===== config.mk =====
export PLATFORM = sky130hd
export DESIGN_NAME = baud_gen_frac
export DESIGN_NICKNAME = d
export VERILOG_FILES = /design/src/rtl/uart_pkg.sv /design/src/rtl/baud_frac_div.sv /design/src/rtl/baud_gen_frac.sv
export SDC_FILE = /design/constraint.sdc
export NUM_CORES = 1
export LEC_CHECK = 0
export CAP_MARGIN = 20
export CORE_MARGIN = 3
export CORE_UTILIZATION = 51
export CTS_BUF_LIST = sky130_fd_sc_hd__clkbuf_2
export CTS_CLUSTER_DIAMETER = 50
export CTS_CLUSTER_SIZE = 40
export DETAILED_ROUTE_END_ITERATION = 7
export HOLD_SLACK_MARGIN = 0.1
export PLACE_DENSITY = 0.78
export SYNTH_ARGS = -nofsm -noshare
export SYNTH_HDL_FRONTEND = slang
export SYNTH_SLANG_ARGS = --single-unit

===== constraint.sdc =====
create_clock -name clk_50mhz -period 3 [get_ports clk_50mhz]
set_input_delay 0.3 -clock clk_50mhz [delete_from_list [all_inputs] [get_ports clk_50mhz]]
set_output_delay 0.3 -clock clk_50mhz [all_outputs]
set_load 0.01 [all_outputs]

===== src/rtl/uart_pkg.sv =====
// Shared UART clocking constants and the fixed-point baud divisor helper.
package uart_pkg;

  localparam int unsigned CLK_HZ       = 50_000_000;
  localparam int unsigned DEFAULT_BAUD = 115_200;
  localparam int unsigned OVERSAMPLE   = 16;
  localparam int unsigned DIV_INT_W    = 16;
  localparam int unsigned DIV_FRAC_W   = 4;
  localparam int unsigned DIV_W        = DIV_INT_W + DIV_FRAC_W;

  typedef logic [DIV_W-1:0] div_t;

  // Rounded CLK_HZ * 2^DIV_FRAC_W / (baud * os), as {int, frac}.
  function automatic div_t calc_div(input longint unsigned clk_hz,
                                    input longint unsigned baud,
                                    input longint unsigned os);
    longint unsigned den;
    den = baud * os;
    return div_t'(((clk_hz << DIV_FRAC_W) + den / 2) / den);
  endfunction

endpackage


===== src/rtl/baud_frac_div.sv =====
// Fractional interval divider: cycle counter plus dithering accumulator,
// producing the raw oversample tick on the last cycle of each interval.
module baud_frac_div
  import uart_pkg::*;
#(
  parameter int unsigned DIV_INT_W  = uart_pkg::DIV_INT_W,
  parameter int unsigned DIV_FRAC_W = uart_pkg::DIV_FRAC_W
) (
  input  logic                  clk,
  input  logic                  rst,
  input  logic                  en,
  input  logic                  restart,
  input  logic [DIV_INT_W-1:0]  div_int,
  input  logic [DIV_FRAC_W-1:0] div_frac,
  output logic                  tick
);

  logic [DIV_INT_W-1:0]  cnt;
  logic [DIV_INT_W-1:0]  lim;
  logic [DIV_FRAC_W-1:0] frac_acc;
  logic                  ext;
  logic [DIV_FRAC_W:0]   sum;

  assign lim  = div_int - DIV_INT_W'(1) + DIV_INT_W'(ext);
  assign tick = en && (cnt == lim);
  // Extra MSB keeps the carry that stretches the next interval by one cycle.
  assign sum  = {1'b0, frac_acc} + {1'b0, div_frac};

  always_ff @(posedge clk or posedge rst) begin
    if (rst) begin
      cnt      <= '0;
      frac_acc <= '0;
      ext      <= 1'b0;
    end else if (!en) begin
      cnt      <= '0;
      frac_acc <= '0;
      ext      <= 1'b0;
    end else if (tick) begin
      cnt <= '0;
      if (restart) begin
        frac_acc <= '0;
        ext      <= 1'b0;
      end else begin
        frac_acc <= sum[DIV_FRAC_W-1:0];
        ext      <= sum[DIV_FRAC_W];
      end
    end else begin
      cnt <= cnt + DIV_INT_W'(1);
    end
  end

endmodule


===== src/rtl/baud_gen_frac.sv =====
// Programmable fractional baud generator: oversample and bit strobes with
// a double-buffered divisor that only changes on bit boundaries.
module baud_gen_frac
  import uart_pkg::*;
#(
  parameter int unsigned CLK_HZ       = uart_pkg::CLK_HZ,
  parameter int unsigned DEFAULT_BAUD = uart_pkg::DEFAULT_BAUD,
  parameter int unsigned OVERSAMPLE   = uart_pkg::OVERSAMPLE,
  parameter int unsigned DIV_INT_W    = uart_pkg::DIV_INT_W,
  parameter int unsigned DIV_FRAC_W   = uart_pkg::DIV_FRAC_W
) (
  input  logic                              clk_50mhz,
  input  logic                              rst,
  input  logic                              en,
  input  logic [DIV_INT_W+DIV_FRAC_W-1:0]   div_in,
  input  logic                              div_load,
  output logic                              rxclk_en,
  output logic                              txclk_en,
  output logic [$clog2(OVERSAMPLE)-1:0]     os_phase,
  output logic [DIV_INT_W+DIV_FRAC_W-1:0]   div_active,
  output logic                              cfg_err
);

  localparam int unsigned DW   = DIV_INT_W + DIV_FRAC_W;
  localparam int unsigned OS_W = $clog2(OVERSAMPLE);
  localparam logic [DW-1:0]   DEFAULT_DIV =
    DW'(calc_div(CLK_HZ, DEFAULT_BAUD, OVERSAMPLE));
  localparam logic [OS_W-1:0] OS_LAST = OS_W'(OVERSAMPLE - 1);

  logic [DW-1:0] pending;
  logic          pend;
  logic          tick;
  logic          last;
  logic          load_ok;
  logic          apply;

  assign last    = (os_phase == OS_LAST);
  assign load_ok = div_load && (div_in[DW-1:DIV_FRAC_W] >= DIV_INT_W'(2));
  // Swap only at a bit boundary so a bit is never timed with two divisors.
  assign apply   = pend && (!en || (tick && last));

  baud_frac_div #(
    .DIV_INT_W (DIV_INT_W),
    .DIV_FRAC_W(DIV_FRAC_W)
  ) u_frac_div (
    .clk     (clk_50mhz),
    .rst     (rst),
    .en      (en),
    .restart (pend && last),
    .div_int (div_active[DW-1:DIV_FRAC_W]),
    .div_frac(div_active[DIV_FRAC_W-1:0]),
    .tick    (tick)
  );

  always_ff @(posedge clk_50mhz or posedge rst) begin
    if (rst) begin
      div_active <= DEFAULT_DIV;
      pending    <= DEFAULT_DIV;
      pend       <= 1'b0;
      cfg_err    <= 1'b0;
      os_phase   <= '0;
      rxclk_en   <= 1'b0;
      txclk_en   <= 1'b0;
    end else begin
      cfg_err <= div_load && !load_ok;
      if (apply) begin
        div_active <= pending;
        pend       <= 1'b0;
      end
      // A load on the apply edge wins over the pend clear above.
      if (load_ok) begin
        pending <= div_in;
        pend    <= 1'b1;
      end
      if (!en) begin
        os_phase <= '0;
        rxclk_en <= 1'b0;
        txclk_en <= 1'b0;
      end else begin
        rxclk_en <= tick;
        txclk_en <= tick && last;
        if (tick) os_phase <= last ? '0 : os_phase + OS_W'(1);
      end
    end
  end

endmodule


==> out/qor.txt, run 1 <==
Nets - 414
Maximum clock path buffer count - 2
R2r worst-path depth - 11
Final Hold Fails - 0
Final setup skew - 20.54 ps
Wire length per cell - 16.55 um
Slew HR - 31.93%
Yosys top cell area share - 40.86%
Clock Pin Slew Worst Setup and Hold Paths - 210 ps
Maximum operating frequency - 335.7 MHz
Most frequent cells in the layout - dfrtp_1, clkdlybuf4s50_1, nor2_1, xnor2_1
Ports - 51
CP startpoint kind - flop
Layout area overhead - 27.67%
Peak supply drop - 0.3976 mV
Distinct cells, synth - 49
Synth Net Count - 340
Worst-margin pin slew - 1021 ps
Vias in the first global route - 2630
CTS root buf - clkbuf_2
Final setup viols - 0
Avg Inst Size Synth - 11.77 um^2
R2r setup slk - 20 ps
Via count - 2634
# Max-Cap Violations - 0
Gate Count Post-Synth - 307
Yosys reg bits - 69
Ant diodes - 0
Inserted Clock Buffers - 9
Die height - 90.18 um
Hold_buf cts - 0
Core footprint - 0.006832 mm^2
DR vias/cell - 5.465
Max-slew violation count - 0
Outcome - completed
TritonCTS Sinks - 69
I/O Buffers - 50
Reg-to-reg endpoint - div_active[13]
Std cell rows - 30
Crit path DAT - 3390 ps
CP endpoint kind - flop
Worst flop-to-flop path startpoint - u_frac_div.ext
Hold Path Class - in -> async
Post-synth EDFFs - 0
Worst-path fanout max - 6
H-Tree Depth - 3
Gr ovfl total - 0
Synth Flop Type - dfrtp_1
Fraction of layout cells with a size suffix above 1 - 27.46%
CTS tree - yes
Detailed Route WL - 7978 um
Netlist Area Pre-Place - 0.003613 mm^2
Seq/Total Area, Yosys - 48.13%
Initial Util - 52.89%
Die area - 0.008132 mm^2
Data required, critical path - 3410 ps
Cell count after placement - 457
Tmin final - 2979 ps
PD cells - 489.6 mW/mm^2
DRC - 0
DPL Wire Length - 5475 um
RSZ-0062 raised after global routing - true
Pleak - 2.008 nW
Commonest non-fill, non-tap cell in the layout - dfrtp_1
Die X - 90.18 um
Worst-Skew Late Latency - 510 ps
GRT Util Overall - 20.29%
Initial DRC Count - 169
Initial antenna violation count - 0
GP Congestion - 0.8962
Finished Layout Cells - 482
Largest net degree at the start of global routing - 38
First-pass GRT wire length - 13080 um
# fillers - 522
Most area-consuming cells after synthesis - dfrtp_1, mux2_4, dfstp_2
Final ANT Viol Nets - 0
Yosys warnings - 0
Pwr Total - 2.259 mW
1st-pass router iterations - 5
Synth area leader - dfrtp_1
Final Cycle Share - 99.28%
Post-synth ARST share - 100.0%
Crit Path Class - reg -> reg
==> cell type report <==
class / instances / area [um^2] / share of cell area, %
multi-input cells: 216 / 1851 / 40.11
flip-flops and latches: 69 / 1739 / 37.70
inverters: 11 / 41.29 / 0.8950
clock inverters: 7 / 50.05 / 1.085
repair buffers: 74 / 767.0 / 16.63
well taps: 96 / 120.1 / 2.604
clock buffers: 9 / 45.04 / 0.9764
==> worst max-delay path: stages, from the launching register on <==
cell and delay (ps):
dfrtp_1 440, inv_2 70, ha_4 140, ha_4 130, nor4b_4 370, and3_4 270
xor2_2 150, o2111ai_2 150, or2_1 280, o32a_4 400, buf_12 170, mux2_4 300
==> routing by layer <==
| layer | vias to the layer above | share of wire [%] | track usage [%] |
|---|---|---|---|
| met4 | 0 | 1.6 | 8.163 |
| met5 | - | 0 | 0 |
| met2 | 73 | 51 | 34.16 |
| li1 | 1235 | - | - |
| met3 | 14 | 5.4 | 4.519 |
| met1 | 1312 | 42 | 25.34 |
==> flip-flops by register name, summed over array words and instances (netlist names) <==
name,count
pending,20
os_phase,4
u_frac_div.frac_acc,4
u_frac_div.cnt,16
u_frac_div.ext,1
div_active,20
rxclk_en,1
txclk_en,1
pend,1
cfg_err,1
==> timing repair <==
| item | in CTS | in global routing |
|---|---|---|
| gates cloned | 2 | 1 |
| pin swaps | 6 | 6 |
| endpoints found under the setup margin | 20 | 22 |
| resized for setup | 11 | 7 |
| endpoints found under the hold margin | 0 | 0 |
| buffers inserted | 4 | 2 |
==> logic make-up (layout without fill, tap and decap cells) <==
group | Yosys count | after routing | synth area share [%]
multiplexers | 48 | 48 | 16.76
adder cells (fa/ha/maj) | 9 | 9 | 3.324
flip-flops | 69 | 69 | 48.13
AO/OA/AOI/OAI | 27 | 27 | 5.541
buffers and inverters | 22 | 101 | 2.735
AND/OR/NAND/NOR | 93 | 93 | 14.06
XOR/XNOR | 39 | 39 | 9.453
==> how the worst max path moves through the flow <==
stage	start	end	slack (ps)	cells after the start
6_report	u_frac_div.ext	div_active[13]	20	11
5_1_grt	u_frac_div.ext	div_active[13]	-80	11
4_1_cts	u_frac_div.ext	div_active[16]	-30	11
3_5_place_dp	u_frac_div.ext	div_active[19]	-70	11
3_3_place_gp	u_frac_div.ext	div_active[16]	-6	11
2_1_floorplan	div_active[4]	div_active[0]	30	12
==> stage by stage <==
stage          hold WS [ps]  utilization [%]  worst slack, ps  TNS (ps)  instance area, um^2
3_3_place_gp          485.6            63.15           -6.292    -77.15                 4314
4_1_cts               204.2            66.50           -27.50    -205.3                 4543
5_1_grt               238.8            67.53           -83.30     -1067                 4613
6_report              224.8            67.53            21.50         0                 4613
2_1_floorplan         406.2                -            25.13         0                 3613
3_5_place_dp          491.1            63.15           -70.43    -992.2                 4314
==> power by group <==
part           switching (mW)  internal (mW)  leakage, nW  total, mW
clock network           0.357          0.112       0.0563      0.468
logic                   0.271          0.384         1.10      0.655
registers               0.105           1.03        0.856       1.14
==> Yosys cell counts (2+ instances only) <==
| master | instances |
|---|---|
| buf_1 | 2 |
| a211o_1 | 2 |
| nor2_1 | 24 |
| xnor2_1 | 21 |
| nand4_1 | 8 |
| nor4_1 | 8 |
| nand4b_1 | 2 |
| nand3_1 | 12 |
| mux2_4 | 20 |
| ha_1 | 8 |
| and3_1 | 9 |
| and2_1 | 4 |
| buf_6 | 2 |
| mux2_2 | 20 |
| clkbuf_1 | 6 |
| a31oi_1 | 2 |
| mux2i_1 | 8 |
| dfstp_2 | 10 |
| nand2_1 | 16 |
| dfrtp_1 | 59 |
| o2111ai_1 | 3 |
| inv_1 | 11 |
| a21oi_1 | 5 |
| o21ai_0 | 2 |
| nor3_1 | 2 |
| xor2_1 | 18 |
Power figures use the tool's default switching activity.
==> inputs of run 2 (changes only) <==
CORE_UTILIZATION = 60   (was 51)
PLACE_DENSITY = 0.87   (was 0.78)
clock period = 3.77 ns   (was 3 ns; I/O delays follow)
==> out/qor.txt, run 2 (synthesis results as in run 1) <==
Outcome - completed
Setup Buffers After CTS - 0 (-4)
Inserted Clock Buffers - 9 (unchanged)
Largest net degree at the start of global routing - 54 (+42%)
Crit path buf inv count - 2 (unchanged)
Met3 wire length - 446 um (+4.4%)
Pleak - 1.891 nW (-5.8%)
Final Hold Fails - 0 (unchanged)
Sw Share - 30.81% (-1.6 points)
Initial antenna violation count - 0 (unchanged)
Finished Layout Cells - 438 (-9.1%)
Hold Path Class - in -> reg
Commonest non-fill, non-tap cell in the layout - dfrtp_1
Max-slew violation count - 0 (unchanged)
DR vias/cell - 5.813 (+6.4%)
DPL Wire Length - 5519 um (+0.81%)
PD cells - 409.4 mW/mm^2 (-16%)
CP cell instances - inv_1, ha_1, ha_1, nor4b_4, and3_1, xor2_1, o2111ai_1, or2_1, o32a_1, buf_4, mux2_4
Final setup viols - 0 (unchanged)
Die X - 83.61 um (-7.3%)
1st-pass router iterations - 4 (-1)
Cell family with most CP delay - simple AND/OR/NAND/NOR gates
Gr ovfl total - 0 (unchanged)
Comb power frac - 23.9% (-5.1 points)
I/O Buffers - 50 (unchanged)
Vias in the first global route - 2699 (+2.6%)
Worst path max stage delay - 420 ps (-20 ps)
Worst-path fanout max - 20 (+14)
TritonCTS Sinks - 69 (unchanged)
Largest regs - div_active x20, pending x20, u_frac_div.cnt x16
Layout area overhead - 19.25%
Fraction of layout cells with a size suffix above 1 - 20.49% (-7.0 points)
Core footprint - 0.005675 mm^2 (-17%)
Clock Pin Slew Worst Setup and Hold Paths - 190 ps (-20 ps)
Crit path DAT - 3680 ps (+290 ps)
Hold_buf cts - 0 (unchanged)
Ant diodes - 0 (unchanged)
Worst-margin pin slew - 982.9 ps (-38.06 ps)
Top Metal Used - met4
Die area - 0.006990 mm^2 (-14%)
Ports - 51 (unchanged)
Peak supply drop - 0.3757 mV (-5.5%)
# fillers - 380 (-27%)
# Max-Cap Violations - 0 (unchanged)
CTS resizes - 0 (-11)
Wire length per cell - 17.14 um (+3.6%)
P_int - 1.221 mW (-20%)
Data required, critical path - 4190 ps (+780 ps)
Sum Neg Setup Slack - 0 ps (unchanged)
Via count - 2546 (-3.3%)
Tmin final - 3266 ps (+287.4 ps)
Initial Util - 63.67% (+11 points)
Nets - 395 (-4.6%)
Most frequent CP cell - ha_1
Final Util - 75.93% (+8.4 points)
Final ANT Viol Nets - 0 (unchanged)
Final Cycle Share - 86.63% (-13 points)
Detailed Route WL - 7509 um (-5.9%)
Slew HR - 34.47% (+2.5 points)
Reg power frac - 52.1% (+1.8 points)
DRC - 0 (unchanged)
Hold Slack - 379.3 ps (+154.5 ps)
NetSw - 0.5436 mW (-26%)
Final setup skew - 24.31 ps (+3.772 ps)
RSZ-0062 raised after global routing - false
Cell count after placement - 421 (-7.9%)
First-pass GRT wire length - 12970 um (-0.89%)
Std cell rows - 27 (-10%)
CTS tree - yes
DRT met1 WL - 3162 um (-5.2%)
Initial DRC Count - 211 (+25%)
H-Tree Depth - 3 (unchanged)
Maximum clock path buffer count - 2 (unchanged)
Die height - 83.61 um (-7.3%)
CTS root buf - clkbuf_2
Clock Power Share - 24.0% (+3.3 points)
Crit Path Class - reg -> reg
Slowest cell on crit path - dfrtp_1
CP startpoint kind - flop
Maximum operating frequency - 306.2 MHz (-8.8%)
CP endpoint kind - flop
Worst-Skew Late Latency - 520 ps (about the same)
DR WL met2 - 3758 um (-8.0%)
GRT Util Overall - 23.41% (+3.1 points)
Most frequent cells in the layout - dfrtp_1, clkdlybuf4s50_1, nor2_1, xnor2_1
GP Congestion - 0.8765 (-2.2%)
## run 2: cell count changes in the layout (fill, tap and decap cells not counted), sizes merged
| cell | delta |
|---|---|
| buf | -19 |
| bufinv | +1 |
| clkbuf | -1 |
| clkinv | +1 |
| clkinvlp | -1 |
| dlygate4sd3 | +1 |
| inv | -2 |
## run 2: metal layers
layer | track usage (%) | vias to the layer above
met5 | 0 | -
met4 | 9.357 | 0
met3 | 6.811 | 13
met2 | 37.89 | 74
met1 | 29.53 | 1259
li1 | - | 1200
## run 2: power by group through the flow
| stage | clock network [mW] | registers, mW | logic [mW] |
|---|---|---|---|
| 5_1_grt | 0.471 | 0.933 | 0.458 |
| 3_3_place_gp | 0 | 0.927 | 0.405 |
| 3_5_place_dp | 0 | 0.932 | 0.420 |
| 4_1_cts | 0.433 | 0.918 | 0.423 |
| 6_report | 0.423 | 0.919 | 0.422 |
| 2_1_floorplan | 0 | 0.917 | 0.250 |
## run 2: area by class of cell
cell class              count  area (um^2)  area share, %
inverters                  11        41.29         0.9582
multi-input cells         216         1775          41.20
well taps                  72        90.09          2.091
clock buffers               9        45.04          1.045
repair buffers             55        553.0          12.83
flip-flops and latches     69         1739          40.36
clock inverters             6        65.06          1.510
## run 2: final timing paths
check,start,to,slack (ps),cells past startpoint
max in group asynchronous,rst,u_frac_div.cnt[14],2330,5
hold reg to reg,pending[16],div_active[16],510,1
setup reg to reg,u_frac_div.ext,div_active[10],500,11
hold / removal,div_load,cfg_err,380,3
setup / recovery,u_frac_div.ext,div_active[10],500,11
min in group asynchronous,rst,pending[3],630,3
## run 2: tightest hold or removal path, cell delays in order
cell	delay, ps
clkdlybuf4s50_1	420
inv_1	60
nor2_1	40
## run 2: metrics by stage
| stage | setup WS [ps] | area (um^2) | power (mW) |
|---|---|---|---|
| 2_1_floorplan | 795.1 | 3613 | 1.168 |
| 3_3_place_gp | 722.9 | 4169 | 1.331 |
| 3_5_place_dp | 519.6 | 4169 | 1.352 |
| 4_1_cts | 504.3 | 4279 | 1.774 |
| 5_1_grt | 349.8 | 4309 | 1.861 |
| 6_report | 504.1 | 4309 | 1.764 |
==> inputs of run 3 (changes only) <==
SLEW_MARGIN = 40   (was unset)
==> out/qor.txt, run 3 (synthesis results as in run 1) <==
DPL Wire Length - 5519 um (unchanged)
Largest net degree at the start of global routing - 54 (unchanged)
Worst-margin pin slew - 661.0 ps (-322.0 ps)
Commonest non-fill, non-tap cell in the layout - dfrtp_1
CTS resizes - 0 (unchanged)
Outcome - completed
Peak supply drop - 0.3657 mV (-2.7%)
1st-pass router iterations - 4 (unchanged)
Sw Share - 30.97% (+0.16 points)
# Max-Cap Violations - 0 (unchanged)
Initial Util - 63.67% (unchanged)
Core footprint - 0.005675 mm^2 (unchanged)
Wire length per cell - 17.09 um (-0.30%)
Maximum operating frequency - 306.8 MHz (+0.21%)
Final instance area - 0.004283 mm^2 (-0.61%)
Finished Layout Cells - 436 (-0.46%)
Ant diodes - 0 (unchanged)
Hold Path Class - in -> async
CTS root buf - clkbuf_2
Worst-path fanout max - 20 (unchanged)
Final Hold Fails - 0 (unchanged)
Final setup skew - 25.38 ps (+1.075 ps)
Initial DRC Count - 232 (+10%)
DR vias/cell - 5.828 (+0.26%)
Final setup viols - 0 (unchanged)
First-pass GRT wire length - 12970 um (unchanged)
Nets - 393 (-0.51%)
Setup Buffers After CTS - 0 (unchanged)
Sum Neg Setup Slack - 0 ps (unchanged)
Hold Slack - 242.7 ps (-136.6 ps)
GRT Util Overall - 23.41% (unchanged)
Clock Power Share - 24.2% (+0.2 points)
Final Cycle Share - 86.45% (-0.18 points)
H-Tree Depth - 3 (unchanged)
Pleak - 1.878 nW (-0.67%)
Layout area overhead - 18.52%
Crit path DAT - 3690 ps (about the same)
Inserted Clock Buffers - 9 (unchanged)
NetSw - 0.5464 mW (+0.52%)
I/O Buffers - 50 (unchanged)
Via count - 2541 (-0.20%)
Post-Place Worst Slack - 526.1 ps (+6.545 ps)
Vias in the first global route - 2699 (unchanged)
RSZ-0062 raised after global routing - false
Comb power frac - 23.7% (-0.2 points)
Most frequent cells in the layout - dfrtp_1, clkdlybuf4s50_1, nor2_1, xnor2_1
Hold_buf cts - 0 (unchanged)
Die height - 83.61 um (unchanged)
Max-slew violation count - 0 (unchanged)
Maximum clock path buffer count - 2 (unchanged)
Initial antenna violation count - 0 (unchanged)
Worst setup margin - 511.0 ps (+6.901 ps)
Crit Path Class - reg -> reg
CP endpoint kind - flop
Std cell rows - 27 (unchanged)
Tmin final - 3259 ps (-6.901 ps)
Clock Pin Slew Worst Setup and Hold Paths - 210 ps (+20 ps)
CTS tree - yes
P_int - 1.218 mW (-0.24%)
Reg power frac - 52.1% (about the same)
PD cells - 411.9 mW/mm^2 (+0.61%)
Dpl cell area - 0.004173 mm^2 (about the same)
Cell count after placement - 421 (unchanged)
CP startpoint kind - flop
Final ANT Viol Nets - 0 (unchanged)
Die X - 83.61 um (unchanged)
Worst-Skew Late Latency - 530 ps (about the same)
Fraction of layout cells with a size suffix above 1 - 20.60% (+0.11 points)
TritonCTS Sinks - 69 (unchanged)
Die area - 0.006990 mm^2 (unchanged)
Gr ovfl total - 0 (unchanged)
Detailed Route WL - 7452 um (-0.76%)
Ports - 51 (unchanged)
Slew HR - 55.80% (+21 points)
Data required, critical path - 4200 ps (about the same)
GP Congestion - 0.8765 (unchanged)
DRC - 0 (unchanged)
Largest regs - div_active x20, pending x20, u_frac_div.cnt x16
==> run 3: cell count changes in the layout (fill, tap and decap cells not counted) <==
cell and change:
and2_1 -1, dlygate4sd3_1 -1, inv_2 -1, and2_2 +1, buf_12 -1, inv_4 +1
==> run 3: per-layer routing <==
layer | track usage (%) | vias to the layer above | part of all wire [%]
met5 | 0 | - | 0
met4 | 9.357 | 0 | 2.0
met3 | 6.811 | 14 | 4.8
met2 | 37.89 | 64 | 50
met1 | 29.53 | 1269 | 43
li1 | - | 1194 | -
==> run 3: final cells by class <==
class	count	area, um^2
multi-input combinational	216	1777
sequential	69	1739
fill	386	1393
timing repair buffer	53	523.0
tap	72	90.09
clock inverter	6	65.06
clock buffer	9	45.04
inverter	11	43.79
==> run 3: worst paths after layout <==
kind	start	end	slack (ps)	cells past startpoint
max	u_frac_div.ext	div_active[10]	510	11
min	rst	pending[3]	240	2
max reg2reg	u_frac_div.ext	div_active[10]	510	11
min reg2reg	pending[2]	div_active[2]	510	1
max in group asynchronous	rst	u_frac_div.cnt[12]	2810	3
min in group clk_50mhz	div_load	cfg_err	370	3
==> run 3: through the flow <==
step	power [mW]	utilization, %
floorplan	1.168	-
global placement	1.331	73.46
detailed placement	1.352	73.52
CTS	1.774	75.46
global route	1.856	75.46
finish	1.764	75.46
==> run 3: critical path, stage by stage (launching register included) <==
cell and delay, ps:
dfrtp_1 420, inv_1 60, ha_1 170, ha_1 260, nor4b_4 400, and3_1 260
xor2_1 180, o2111ai_1 160, or2_1 310, o32a_1 360, buf_4 250, mux2_4 340
==> run 3: power groups by stage <==
stage	Sequential (mW)	Clock (mW)	Combinational [mW]
detailed placement	0.932	0	0.420
CTS	0.918	0.433	0.423
global placement	0.927	0	0.405
floorplan	0.917	0	0.250
finish	0.919	0.426	0.419
global route	0.932	0.469	0.454
